==> config.mk <==
export PLATFORM = sky130hd
export DESIGN_NAME = dsp_be_mlse_isi_emu
export DESIGN_NICKNAME = d
export VERILOG_FILES = /design/src/rtl/dsp_be_mlse_isi_emu.sv
export SDC_FILE = /design/constraint.sdc
export NUM_CORES = 1
export LEC_CHECK = 0
export ABC_AREA = 1
export CAP_MARGIN = 15
export CELL_PAD_IN_SITES_DETAIL_PLACEMENT = 0
export CELL_PAD_IN_SITES_GLOBAL_PLACEMENT = 1
export CORE_MARGIN = 4
export CORE_UTILIZATION = 40
export DETAILED_ROUTE_END_ITERATION = 10
export PLACE_DENSITY = 0.82
export SETUP_SLACK_MARGIN = 0.1
export SLEW_MARGIN = 10
export SYNTH_ARGS = -nofsm -noshare
export SYNTH_HDL_FRONTEND = slang
export SYNTH_SLANG_ARGS = --single-unit
==> constraint.sdc <==
create_clock -name i_clk -period 5.1 [get_ports i_clk]
set_input_delay 0.51 -clock i_clk [delete_from_list [all_inputs] [get_ports i_clk]]
set_output_delay 0.51 -clock i_clk [all_outputs]
set_load 0.03 [all_outputs]
==> src/rtl/dsp_be_mlse_isi_emu.sv <==
// dsp_be_mlse_isi_emu: transmit-side stimulus source for the MLSE backend.
// A parallel PRBS31 generator (x^31+x^28+1, PrllRank bits per step) feeds a
// 3-tap ISI channel (pre/main/post cursor). The block emits saturated signed
// samples plus the aligned reference bits under valid/ready flow control.
//
// Optional build macro: DSP_BE_MLSE_ISI_EMU_NOISE_EN adds uniform {-2..+1} LSB
// noise from an independent PRBS23 before saturation.
//
// Ports:
//   i_clk, i_rst         clock, synchronous active-high reset
//   i_en                 enable word generation
//   i_load_seed, i_seed  load PRBS31 seed and flush the pipeline (highest priority)
//   i_coef_pre/main/pst  signed cursor coefficients for d[k+1], d[k], d[k-1]
//   i_ready              downstream accepts the current word
//   o_valid              o_sample / o_drx_ref hold a valid word
//   o_sample             PrllRank signed samples, lane 0 in the low bits
//   o_drx_ref            transmitted bits aligned to o_sample
module dsp_be_mlse_isi_emu #(
  parameter int unsigned PrllRank    = 16,
  parameter int unsigned SampleWidth = 8,
  parameter int unsigned CoefWidth   = 6
) (
  input  logic                              i_clk,
  input  logic                              i_rst,
  input  logic                              i_en,
  input  logic                              i_load_seed,
  input  logic [30:0]                       i_seed,
  input  logic signed [CoefWidth-1:0]       i_coef_pre,
  input  logic signed [CoefWidth-1:0]       i_coef_main,
  input  logic signed [CoefWidth-1:0]       i_coef_pst,
  input  logic                              i_ready,
  output logic                              o_valid,
  output logic [PrllRank*SampleWidth-1:0]   o_sample,
  output logic [PrllRank-1:0]               o_drx_ref
);

  localparam int unsigned SumW = CoefWidth + 2;
  localparam int unsigned CmpW = ((SumW > SampleWidth) ? SumW : SampleWidth) + 1;
  localparam logic signed [CmpW-1:0] SatMax = CmpW'((2 ** (SampleWidth - 1)) - 1);
  localparam logic signed [CmpW-1:0] SatMin = -SatMax - CmpW'(1);

  typedef enum logic [1:0] {StEmpty, StPrime, StRun} state_e;

  state_e              state_q, state_d;
  logic [30:0]         lfsr_q, lfsr_d;
  logic [PrllRank-1:0] cur_q, cur_d;
  logic [PrllRank-1:0] nxt_q, nxt_d;
  logic                prv_last_q, prv_last_d;

  logic [PrllRank-1:0] gen_word;
  logic [30:0]         gen_lfsr;
  logic                fire;

  logic [PrllRank*SampleWidth-1:0] smp_flat;

  assign o_valid   = (state_q == StRun);
  assign fire      = o_valid & i_ready;
  assign o_drx_ref = o_valid ? cur_q : '0;
  assign o_sample  = o_valid ? smp_flat : '0;

  // Unrolled PRBS31: s[0] is the newest bit, lane j takes the j-th new bit.
  always_comb begin
    logic [30:0] s;
    logic        fb;
    s        = lfsr_q;
    gen_word = '0;
    for (int j = 0; j < int'(PrllRank); j++) begin
      fb          = s[30] ^ s[27];
      gen_word[j] = fb;
      s           = {s[29:0], fb};
    end
    gen_lfsr = s;
  end

  always_comb begin
    state_d    = state_q;
    lfsr_d     = lfsr_q;
    cur_d      = cur_q;
    nxt_d      = nxt_q;
    prv_last_d = prv_last_q;
    if (i_load_seed) begin
      lfsr_d     = (i_seed == '0) ? '1 : i_seed;
      cur_d      = '0;
      nxt_d      = '0;
      prv_last_d = 1'b0;
      state_d    = StEmpty;
    end else begin
      unique case (state_q)
        StEmpty: begin
          if (i_en) begin
            nxt_d   = gen_word;
            lfsr_d  = gen_lfsr;
            state_d = StPrime;
          end
        end
        StPrime: begin
          if (i_en) begin
            cur_d   = nxt_q;
            nxt_d   = gen_word;
            lfsr_d  = gen_lfsr;
            state_d = StRun;
          end
        end
        StRun: begin
          if (i_ready) begin
            prv_last_d = cur_q[PrllRank-1];
            if (i_en) begin
              cur_d  = nxt_q;
              nxt_d  = gen_word;
              lfsr_d = gen_lfsr;
            end else begin
              // nxt is kept; PRIME promotes it once enabled again
              state_d = StPrime;
            end
          end
        end
        default: state_d = StEmpty;
      endcase
    end
  end

  always_ff @(posedge i_clk) begin
    if (i_rst) begin
      state_q    <= StEmpty;
      lfsr_q     <= '1;
      cur_q      <= '0;
      nxt_q      <= '0;
      prv_last_q <= 1'b0;
    end else begin
      state_q    <= state_d;
      lfsr_q     <= lfsr_d;
      cur_q      <= cur_d;
      nxt_q      <= nxt_d;
      prv_last_q <= prv_last_d;
    end
  end

`ifdef DSP_BE_MLSE_ISI_EMU_NOISE_EN
  logic [22:0]           noise_q, noise_d;
  logic [2*PrllRank-1:0] noise_bits;

  // PRBS23 (x^23+x^18+1), two bits per lane, advanced only on a fire.
  always_comb begin
    logic [22:0] s;
    logic        fb;
    s          = noise_q;
    noise_bits = '0;
    for (int i = 0; i < 2 * int'(PrllRank); i++) begin
      fb            = s[22] ^ s[17];
      noise_bits[i] = fb;
      s             = {s[21:0], fb};
    end
    noise_d = fire ? s : noise_q;
  end

  always_ff @(posedge i_clk) begin
    if (i_rst) begin
      noise_q <= '1;
    end else begin
      noise_q <= noise_d;
    end
  end
`endif

  // ISI sum per lane; bit 1 -> +coef, bit 0 -> -coef.
  always_comb begin
    logic [PrllRank+1:0]      ext;
    logic signed [SumW-1:0]   pre_x, main_x, pst_x, sum;
    logic signed [CmpW-1:0]   acc;
    logic [SampleWidth-1:0]   smp;
    pre_x    = {{2{i_coef_pre[CoefWidth-1]}}, i_coef_pre};
    main_x   = {{2{i_coef_main[CoefWidth-1]}}, i_coef_main};
    pst_x    = {{2{i_coef_pst[CoefWidth-1]}}, i_coef_pst};
    // ext[j] = d[k-1], ext[j+1] = d[k], ext[j+2] = d[k+1] for lane j
    ext      = {nxt_q[0], cur_q, prv_last_q};
    smp_flat = '0;
    for (int j = 0; j < int'(PrllRank); j++) begin
      sum = (ext[j+2] ? pre_x : -pre_x) + (ext[j+1] ? main_x : -main_x)
          + (ext[j] ? pst_x : -pst_x);
      acc = {{(CmpW - SumW){sum[SumW-1]}}, sum};
`ifdef DSP_BE_MLSE_ISI_EMU_NOISE_EN
      acc = acc + {{(CmpW - 1){noise_bits[2*j+1]}}, noise_bits[2*j]};
`endif
      if (acc > SatMax) begin
        smp = SatMax[SampleWidth-1:0];
      end else if (acc < SatMin) begin
        smp = SatMin[SampleWidth-1:0];
      end else begin
        smp = acc[SampleWidth-1:0];
      end
      smp_flat[j*SampleWidth +: SampleWidth] = smp;
    end
  end

endmodule

==> impl_results.md <==
* Clock Sinks at 66
* Area grow syn2layout at 23.4%
* Cell Pwr Density at 208 nW/um2
* Largest stage delay, worst path at 0.51 ns
* CP Capture Type: output pin
* Vias at 15600
* Rel. slew slack at 35.5%
* Count leader, synth: nand2_1
* GRT Util Overall at 25.4%
* Period utilisation layout at 93.7%
* Dpl cells at 2952
* RSZ-0062 raised after global routing: no
* Synth Warn # at 0
* Total congestion overflow at 0
* VDD IR max at 0.185 mV
* Antenna-violating nets left at 0
* Die Height at 196 um
* DR pass1 iterations at 6
* GPL Wtd Cong at 0.882
* Final nets at 2776
* Worst Path Arrival at 4.27 ns
* Pin count of the biggest net entering global routing at 81
* Clk_skew at 0.00593 ns
* Worst Max-Slew Pin Slew at 0.968 ns
* Netlist Area Pre-Place at 14100 um2
* Worst-path fanout max at 17
* Max Fclk at 0.209 GHz
* Via density at 5.24
* Max cap viols at 0
* Starting Density at 40.7%
* Synthesized area per cell at 5.96 um2
* Mapped Cells at 2362
* Slew Limit Fails at 0
* Root buf cell: clkbuf_16
* CTS max path bufs at 2
* Global-route wire length before repair at 79000 um
* EDFF count, synth at 0
* Area of the multi-input gates at 10600 um2
* DRT iter0 DRCs at 1076
* Syn Nets at 2630
* Die area at 38300 um2
* Register-to-Register Path Depth at 9
* Core area at 34600 um2
* Slowest cell on crit path: clkdlybuf4s50_1
* Final Core Density at 50.2%
* P_leak at 8.44 nW
* Final Power at 3.62 mW
* Crit path launch type: primary input
* Minimum clock period at 4.78 ns
* Post-synth cell types at 38
* Final Setup Violations at 0
* Vias in the first global route at 14700
* Wire per inst at 17.0 um
* Most frequent cells after synthesis: nand2_1 (539), o21ai_0 (411), inv_1 (392)
* Remaining DRCs at 0
* Yosys top cell area share at 16.1%
* Fin cells at 2968
* Reg area at 1320 um2
* Worst-path cell chain: clkdlybuf4s50_1 > clkinv_1 > buf_4 > ha_1 > nand3_1 > xor2_1 > buf_6 > o21ai_0 > fa_1 > inv_1 > ha_1 > a21oi_1 > nand2_1 > a21oi_1 > o21bai_1 > nand3_1 > nand2_1 > nor2_1 > buf_12
* Die width at 196 um
* Min-delay worst type: reg2reg
* Hpwl dp at 38100 um
* Ports at 199
* Status: finished, final reports clean
* Async SR Flop Fraction at 0%
* Hold_ws at 0.461 ns
* Share of layout cells above drive strength 1 at 9.35%
* Clock Latency Late Sink at 0.33 ns
* Synth top area cells: fa_1 (16%), o21ai_0 (15%), nand2_1 (14%)
* Dominant synthesized flop cell: dfxtp_1
* Antenna violations before repair at 2
* Critical path depth in cells at 19
* Synth area leader: fa_1
* Cell row count at 68
* Buffers on Ports at 198
* Post-Route WL at 50400 um
* Crit-path leading delay family: buffers and inverters
* # diodes at 0
* #FFs+latches synth at 66
* Setup total negative slack at 0 ns
* H-tree levels at 3
* Reg clk slew, reported paths at 0.05 ns
* Final hold violations at 0
* CP Buf/Inv Count at 6
* FILL cells at 3579
* Total CTS buffers at 9
* Req. time, crit path at 4.59 ns
* CTS tree: built
* Crit Path Class: in2out
* Register area share after synthesis at 9.38%
* Min-Delay Path Depth at 2
-- where the power goes --
part	switching [mW]	internal (mW)	leakage [nW]
combinational	1.55	0.942	7.77
clock	0.212	0.340	0.133
sequential	0.0264	0.546	0.543
total	1.79	1.83	8.44
-- area by class of cell --
cell class	count	area share, %
clock buffer	13	1.44
clock inverter	3	0.0863
inverter	405	8.74
multi-input combinational	1740	61.2
sequential	66	7.60
tap	455	3.27
timing repair buffer	286	17.6
-- timing repair --
| item | 4_1_cts | 5_1_grt |
|---|---|---|
| setup buffers | 0 | 0 |
| endpoints found under the setup margin | 0 | 18 |
| gates resized for setup | 0 | 19 |
| hold buffers | 0 | 0 |
-- worst min-delay path, stage by stage, from the launching register on --
cell     delay [ns]
dfxtp_1        0.30
nand2_1        0.06
a21oi_1        0.05
-- state kept, by name (all words and copies together) (netlist names) --
signal / cells
state_q: 2
lfsr_q: 31
cur_q: 16
prv_last_q: 1
nxt_q: 16
-- layout by cell type, fill, tap and decap left out, types with 4 or more instances in the layout --
| cell type | instances |
|---|---|
| a221oi_1 | 7 |
| a21boi_0 | 15 |
| clkinv_1 | 9 |
| a211oi_1 | 4 |
| xnor2_1 | 12 |
| nand2_1 | 539 |
| nor4_1 | 5 |
| ha_1 | 99 |
| nand3_1 | 100 |
| inv_2 | 5 |
| nand2_2 | 8 |
| buf_12 | 52 |
| fa_1 | 113 |
| o21a_1 | 16 |
| a31oi_1 | 18 |
| o21ai_0 | 410 |
| xor2_1 | 12 |
| clkbuf_16 | 9 |
| clkdlybuf4s50_1 | 100 |
| o21bai_1 | 8 |
| dfxtp_1 | 66 |
| nor2_1 | 187 |
| inv_1 | 391 |
| a21oi_1 | 141 |
| nor2_2 | 8 |
| nor3_1 | 4 |
| nand3b_1 | 14 |
| a21oi_2 | 4 |
| buf_4 | 130 |
-- layer usage --
metal | vias up | share of wire (%) | global-route usage [%] | wire [um]
met1 | 7116 | 44 | 35.0 | 22300
li1 | 7781 | - | - | -
met2 | 579 | 46 | 43.0 | 23400
met5 | - | 0.054 | 0 | 27
met4 | 4 | 2.0 | 6.13 | 996
met3 | 86 | 7.4 | 2.58 | 3740
-- kinds of logic after synthesis --
kind of cell,after synthesis,synth area share [%]
simple gates,875,25.3
xor+xnor,24,1.49
flops,66,9.38
fa+ha+maj,214,25.0
buf+inv,556,15.4
compound gates,627,23.5
-- worst paths after layout --
| kind | from | endpoint | slack (ns) |
|---|---|---|---|
| hold reg to reg | nxt_q[12]$_SDFFE_PP0P_ | nxt_q[12]$_SDFFE_PP0P_ | 0.46 |
| setup reg to reg | state_q[0]$_SDFFE_PP0P_ | lfsr_q[6]$_SDFFE_PP1P_ | 3.08 |
| hold / removal | nxt_q[12]$_SDFFE_PP0P_ | nxt_q[12]$_SDFFE_PP0P_ | 0.46 |
| setup / recovery | i_coef_pst[1] | o_sample[127] | 0.32 |
-- per-stage QoR --
step / worst slack (ns) / instance area, um2
after floorplan: 0.762 / 14100
after global placement: 0.290 / 17100
after detailed placement: 0.224 / 17100
after CTS: 0.190 / 17300
after global routing: 0.106 / 17400
final: 0.324 / 17400
No activity file was read; power rests on OpenSTA's default activity.
